**config.mk**
```make
export PLATFORM = sky130hd
export DESIGN_NAME = sw_logic_gen
export DESIGN_NICKNAME = d
export VERILOG_FILES = /design/src/rtl/sw_logic_pkg.sv /design/src/rtl/sw_debounce.sv /design/src/rtl/sw_logic_gen.sv
export SDC_FILE = /design/constraint.sdc
export NUM_CORES = 1
export LEC_CHECK = 0
export ABC_AREA = 0
export CORE_UTILIZATION = 55
export DETAILED_ROUTE_END_ITERATION = 12
export PLACE_DENSITY = 0.77
export SYNTH_ARGS = -nofsm -noshare
export SYNTH_HDL_FRONTEND = slang
export SYNTH_SLANG_ARGS = --single-unit
```
**constraint.sdc**
```tcl
create_clock -name CLK -period 1.6 [get_ports CLK]
set_input_delay 0.24 -clock CLK [delete_from_list [all_inputs] [get_ports CLK]]
set_output_delay 0.24 -clock CLK [all_outputs]
set_load 0.01 [all_outputs]
```
**src/rtl/sw_logic_pkg.sv**
```systemverilog
// Shared types and constants for the switch-to-LED logic unit.
package sw_logic_pkg;

  typedef enum logic [1:0] {
    MODE_AND = 2'b00,
    MODE_OR  = 2'b01,
    MODE_XOR = 2'b10,
    MODE_TOG = 2'b11
  } mode_t;

  localparam int EDGE_CNT_W = 8;

endpackage

```
**src/rtl/sw_debounce.sv**
```systemverilog
// One switch: 2-flop synchroniser followed by a stability-count debouncer.
module sw_debounce
  import sw_logic_pkg::*;
#(
  parameter int DEB_CYCLES = 16
) (
  input  logic clk_i,
  input  logic rst_i,
  input  logic sw_i,
  output logic clean_o
);

  localparam int CNT_W = $clog2(DEB_CYCLES + 1);

  logic             sync1_q;
  logic             sync2_q;
  logic [CNT_W-1:0] cnt_q;
  logic [CNT_W-1:0] cnt_d;
  logic             clean_q;
  logic             clean_d;

  // Any disagreement that is not sustained for DEB_CYCLES samples restarts the count.
  always_comb begin
    cnt_d   = cnt_q;
    clean_d = clean_q;
    if (sync2_q == clean_q) begin
      cnt_d = {CNT_W{1'b0}};
    end else if (cnt_q == CNT_W'(DEB_CYCLES - 1)) begin
      clean_d = sync2_q;
      cnt_d   = {CNT_W{1'b0}};
    end else begin
      cnt_d = cnt_q + CNT_W'(1);
    end
  end

  always_ff @(posedge clk_i or posedge rst_i) begin
    if (rst_i) begin
      sync1_q <= 1'b0;
      sync2_q <= 1'b0;
      cnt_q   <= {CNT_W{1'b0}};
      clean_q <= 1'b0;
    end else begin
      sync1_q <= sw_i;
      sync2_q <= sync1_q;
      cnt_q   <= cnt_d;
      clean_q <= clean_d;
    end
  end

  assign clean_o = clean_q;

endmodule

```
**src/rtl/sw_logic_gen.sv**
```systemverilog
// Debounced switches drive LEDs through AND/OR/XOR/toggle of adjacent pairs.
// Optional rise counter on switch 0 enabled by defining SWL_EDGE_CNT_EN.
module sw_logic_gen
  import sw_logic_pkg::*;
#(
  parameter int N_SW       = 4,
  parameter int N_LD       = 3,
  parameter int DEB_CYCLES = 16
) (
  input  logic            CLK,
  input  logic            RST,
  input  logic [N_SW-1:0] SW,
  input  logic [1:0]      MODE,
  output logic [N_LD-1:0] LD,
`ifdef SWL_EDGE_CNT_EN
  output logic [EDGE_CNT_W-1:0] EDGE_CNT,
`endif
  output logic [N_SW-1:0] SW_CLEAN
);

  logic [N_SW-1:0] clean_s;
  logic [N_LD-1:0] prev_q;
  logic [N_LD-1:0] rise_s;
  logic [N_LD-1:0] tog_q;
  logic [N_LD-1:0] tog_d;
  logic [N_LD-1:0] ld_q;
  logic [N_LD-1:0] ld_d;
  logic [N_LD-1:0] a_s;
  logic [N_LD-1:0] b_s;

  for (genvar k = 0; k < N_SW; k++) begin : g_deb
    sw_debounce #(.DEB_CYCLES(DEB_CYCLES)) u_deb (
      .clk_i   (CLK),
      .rst_i   (RST),
      .sw_i    (SW[k]),
      .clean_o (clean_s[k])
    );
  end

  assign a_s    = clean_s[N_LD-1:0];
  assign b_s    = clean_s[N_LD:1];
  assign rise_s = clean_s[N_LD-1:0] & ~prev_q;
  assign tog_d  = tog_q ^ rise_s;

  // LED function select; toggle mode shows the latch, which keeps running in every mode.
  always_comb begin
    ld_d = ld_q;
    case (mode_t'(MODE))
      MODE_AND: ld_d = a_s & b_s;
      MODE_OR:  ld_d = a_s | b_s;
      MODE_XOR: ld_d = a_s ^ b_s;
      MODE_TOG: ld_d = tog_q;
      default:  ld_d = ld_q;
    endcase
  end

  always_ff @(posedge CLK or posedge RST) begin
    if (RST) begin
      prev_q <= {N_LD{1'b0}};
      tog_q  <= {N_LD{1'b0}};
      ld_q   <= {N_LD{1'b0}};
    end else begin
      prev_q <= clean_s[N_LD-1:0];
      tog_q  <= tog_d;
      ld_q   <= ld_d;
    end
  end

`ifdef SWL_EDGE_CNT_EN
  logic [EDGE_CNT_W-1:0] ecnt_q;
  logic [EDGE_CNT_W-1:0] ecnt_d;

  // Saturating count of debounced rises on switch 0.
  always_comb begin
    ecnt_d = ecnt_q;
    if (rise_s[0] && (ecnt_q != {EDGE_CNT_W{1'b1}})) begin
      ecnt_d = ecnt_q + EDGE_CNT_W'(1);
    end else begin
      ecnt_d = ecnt_q;
    end
  end

  always_ff @(posedge CLK or posedge RST) begin
    if (RST) begin
      ecnt_q <= {EDGE_CNT_W{1'b0}};
    end else begin
      ecnt_q <= ecnt_d;
    end
  end

  assign EDGE_CNT = ecnt_q;
`endif

  assign LD       = ld_q;
  assign SW_CLEAN = clean_s;

endmodule
```
==> reports/qor.yml <==
met2_usage: 0.297
ant_nets: 0
clock_skew_ps: 6.03
seqPwrFrac: 0.582
io_pins: 15
p_clk_frac: 0.363
dieArea_um2: 3260
drt_iter0_drc: 19
drive_gt1_frac: 0.125
yosysTopAreaCell: "dfrtp_1"
viasPerCell: 5.16
synth_top_cell_area_share: 0.615
final_area_um2: 1970
crit_type: "register to primary output"
ys_warn_count: 0
maxCapViolations: 0
grt_pass1_wl_um: 4270
cp_top_family: "buffers and inverters"
grt-busiest-layer: "met2"
failed_checks: "DRC"
use_met3: 0.0499
synth_common_cells: "41 x dfrtp_1, 15 x nor2_1, 12 x xor2_1, 11 x inv_1, 10 x ha_1"
worst-r2r-cell-count: 4
met1_usage: 0.209
intPower_uw: 1500
cts_tree: "done"
first_pass_iters: 8
seq_area_frac_synth: 0.615
arrival_ps: 1270
p_sw_uw: 387
synth_ff_type: "dfrtp_1"
yosys-top-cells-area: "dfrtp_1 61%, ha_1 7.5%, xor2_1 6.3%"
die_y_um: 57.1
synth_cell_types: 15
antenna_cells: 0
num_rows: 19
r2r_setup_slack_ps: 120
cellPowerDensity_nw_per_um2: 958
synth_area_um2: 1670
cts_made_buffers: 5
finalSetupViolCount: 0
place_ws_ps: 95.5
clock-sinks: 41
coreArea_um2: 2810
hold_viol: 0
cts-root-buf: "clkbuf_4"
ctsHoldBuffers: 0
syn_inst: 127
required_ps: 1360
place.gp.congestion: 0.730
min_period_ps: 1510
ys_ff_latch: 41
max_stage_delay_ps: 540
hpwl_um: 1660
holdWs_ps: 232
synth-async-reset-ratio: 1.00
vdd_ir_drop_max_uv: 675
cts.clk_slew.worst_paths_ps: 110
crit_cells: 1
slew_viol_final: 0
gr-usage-all-layers: 0.179
switching_share: 0.205
comb_power_share: 0.055
drc: 4
worst_slack_ps: 87.0
initial_utilization: 0.595
totalWireLength_um: 2390
startpoint_type: "register"
worst-path-buf-inv: 1
vias: 945
slew_headroom: 0.789
hold_class: "input port to asynchronous set/reset pin"
clock_latency_ps: 340
status: "complete, but fails checks"
power.leakage_uw: 0.00106
finalCritPeriodShare: 0.946
synth_most_common_cell: "dfrtp_1"
gr-total-overflow: 0
critPathSlowestCell: "clkdlybuf4s50_1"
grt_pass1_vias: 1039
dpl_cell_area_um2: 1850
clock_path_buffers: 2
syn_nets: 145
crit_chain: "clkdlybuf4s50_1"
fillCellCount: 216
max_freq_mhz: 661
tightestPinTransition_ps: 313
power_uw: 1880
syn_avg_cell_area_um2: 13.1
grt_max_degree: 42
port_buffers: 14
fin_setup_tns_ps: 0
fp.dieW_um: 57.1
wl_per_cell_um: 13.0
cp-end-kind: "primary output"
htreeDepth: 2
fin_nets: 169
area_delta_synth_final_pct: 17.8
rsz0062_at_grt: "no"
antenna_found_initial: 0
crit_fanout: 4
synth_edf_count: 0
-- worst paths after layout --
check / from / end
max: g_deb[0].u_deb.clean_o$_DFFE_PP0P_ / SW_CLEAN[0]
min: RST / g_deb[3].u_deb.sync1_q$_DFF_PP0_
max reg2reg: g_deb[0].u_deb.clean_o$_DFFE_PP0P_ / LD[0]$_DFF_PP0_
min reg2reg: g_deb[2].u_deb.sync1_q$_DFF_PP0_ / g_deb[2].u_deb.sync2_q$_DFF_PP0_
max in group asynchronous: RST / g_deb[0].u_deb.clean_o$_DFFE_PP0P_
min in group CLK: SW[3] / g_deb[3].u_deb.sync1_q$_DFF_PP0_
-- sequential cells by signal, indices dropped and copies added, names as in the netlist --
name and flops:
g_deb.u_deb.clean_o 4, prev_q 3, g_deb.u_deb.sync2_q 4, tog_q 3
g_deb.u_deb.sync1_q 4, g_deb.u_deb.cnt_q 20, LD 3
-- layout make-up --
class,count,area [µm²],share of cell area
Timing Repair Buffer,21,203,0.103
Clock buffer,7,55.1,0.0280
Inverter,11,41.3,0.0210
Tap cell,31,38.8,0.0197
Multi-Input combinational cell,71,572,0.291
Clock inverter,1,30.0,0.0153
Sequential cell,41,1030,0.522
-- per-stage QoR --
| step | utilization | cells |
|---|---|---|
| final | 0.701 | 183 |
| after floorplan | - | 127 |
| after detailed placement | 0.661 | 171 |
| after global placement | 0.661 | 171 |
| after global routing | 0.701 | 183 |
| after CTS | 0.698 | 182 |
-- metal layers --
metal  up-vias  part of all wire
met5         -                 0
met4         0             0.015
met3         4             0.041
met2        16              0.51
met1       470              0.44
li1        455                 -
-- power by group through the flow --
| stage | clock [µW] | sequential, µW | combinational, µW |
|---|---|---|---|
| final | 684 | 1100 | 103 |
| after global routing | 752 | 1100 | 121 |
| after CTS | 716 | 1100 | 106 |
| after detailed placement | 0 | 1120 | 105 |
| after global placement | 0 | 1110 | 98.9 |
| after floorplan | 0 | 1110 | 63.3 |
-- timing repair --
| action | in CTS | in global routing |
|---|---|---|
| resized for setup | 3 | 0 |
| buffers inserted | 3 | 1 |
| endpoints found under the setup margin | 4 | 1 |
-- kinds of logic after synthesis --
kind of cell | count (synthesis) | share of synthesized area
mux | 7 | 0.0742
buf+inv | 15 | 0.0427
simple gates | 35 | 0.103
compound gates | 4 | 0.0120
xor+xnor | 15 | 0.0787
flops | 41 | 0.615
fa+ha+maj | 10 | 0.0750
-- cells in the final DEF (no fill, tap or decap), types with 4 or more instances in the layout --
master           netlist  routed
and2_1                 5       5
mux2_2                 4       4
ha_1                  10      10
buf_4                  4       6
nand3_1                8       8
and3_1                 4       4
nor2_1                15      15
inv_1                 11      11
clkdlybuf4s50_1        0      12
dfrtp_1               41      40
clkbuf_4               0       5
xor2_1                12      12
No activity file was read; power rests on OpenSTA's default activity.
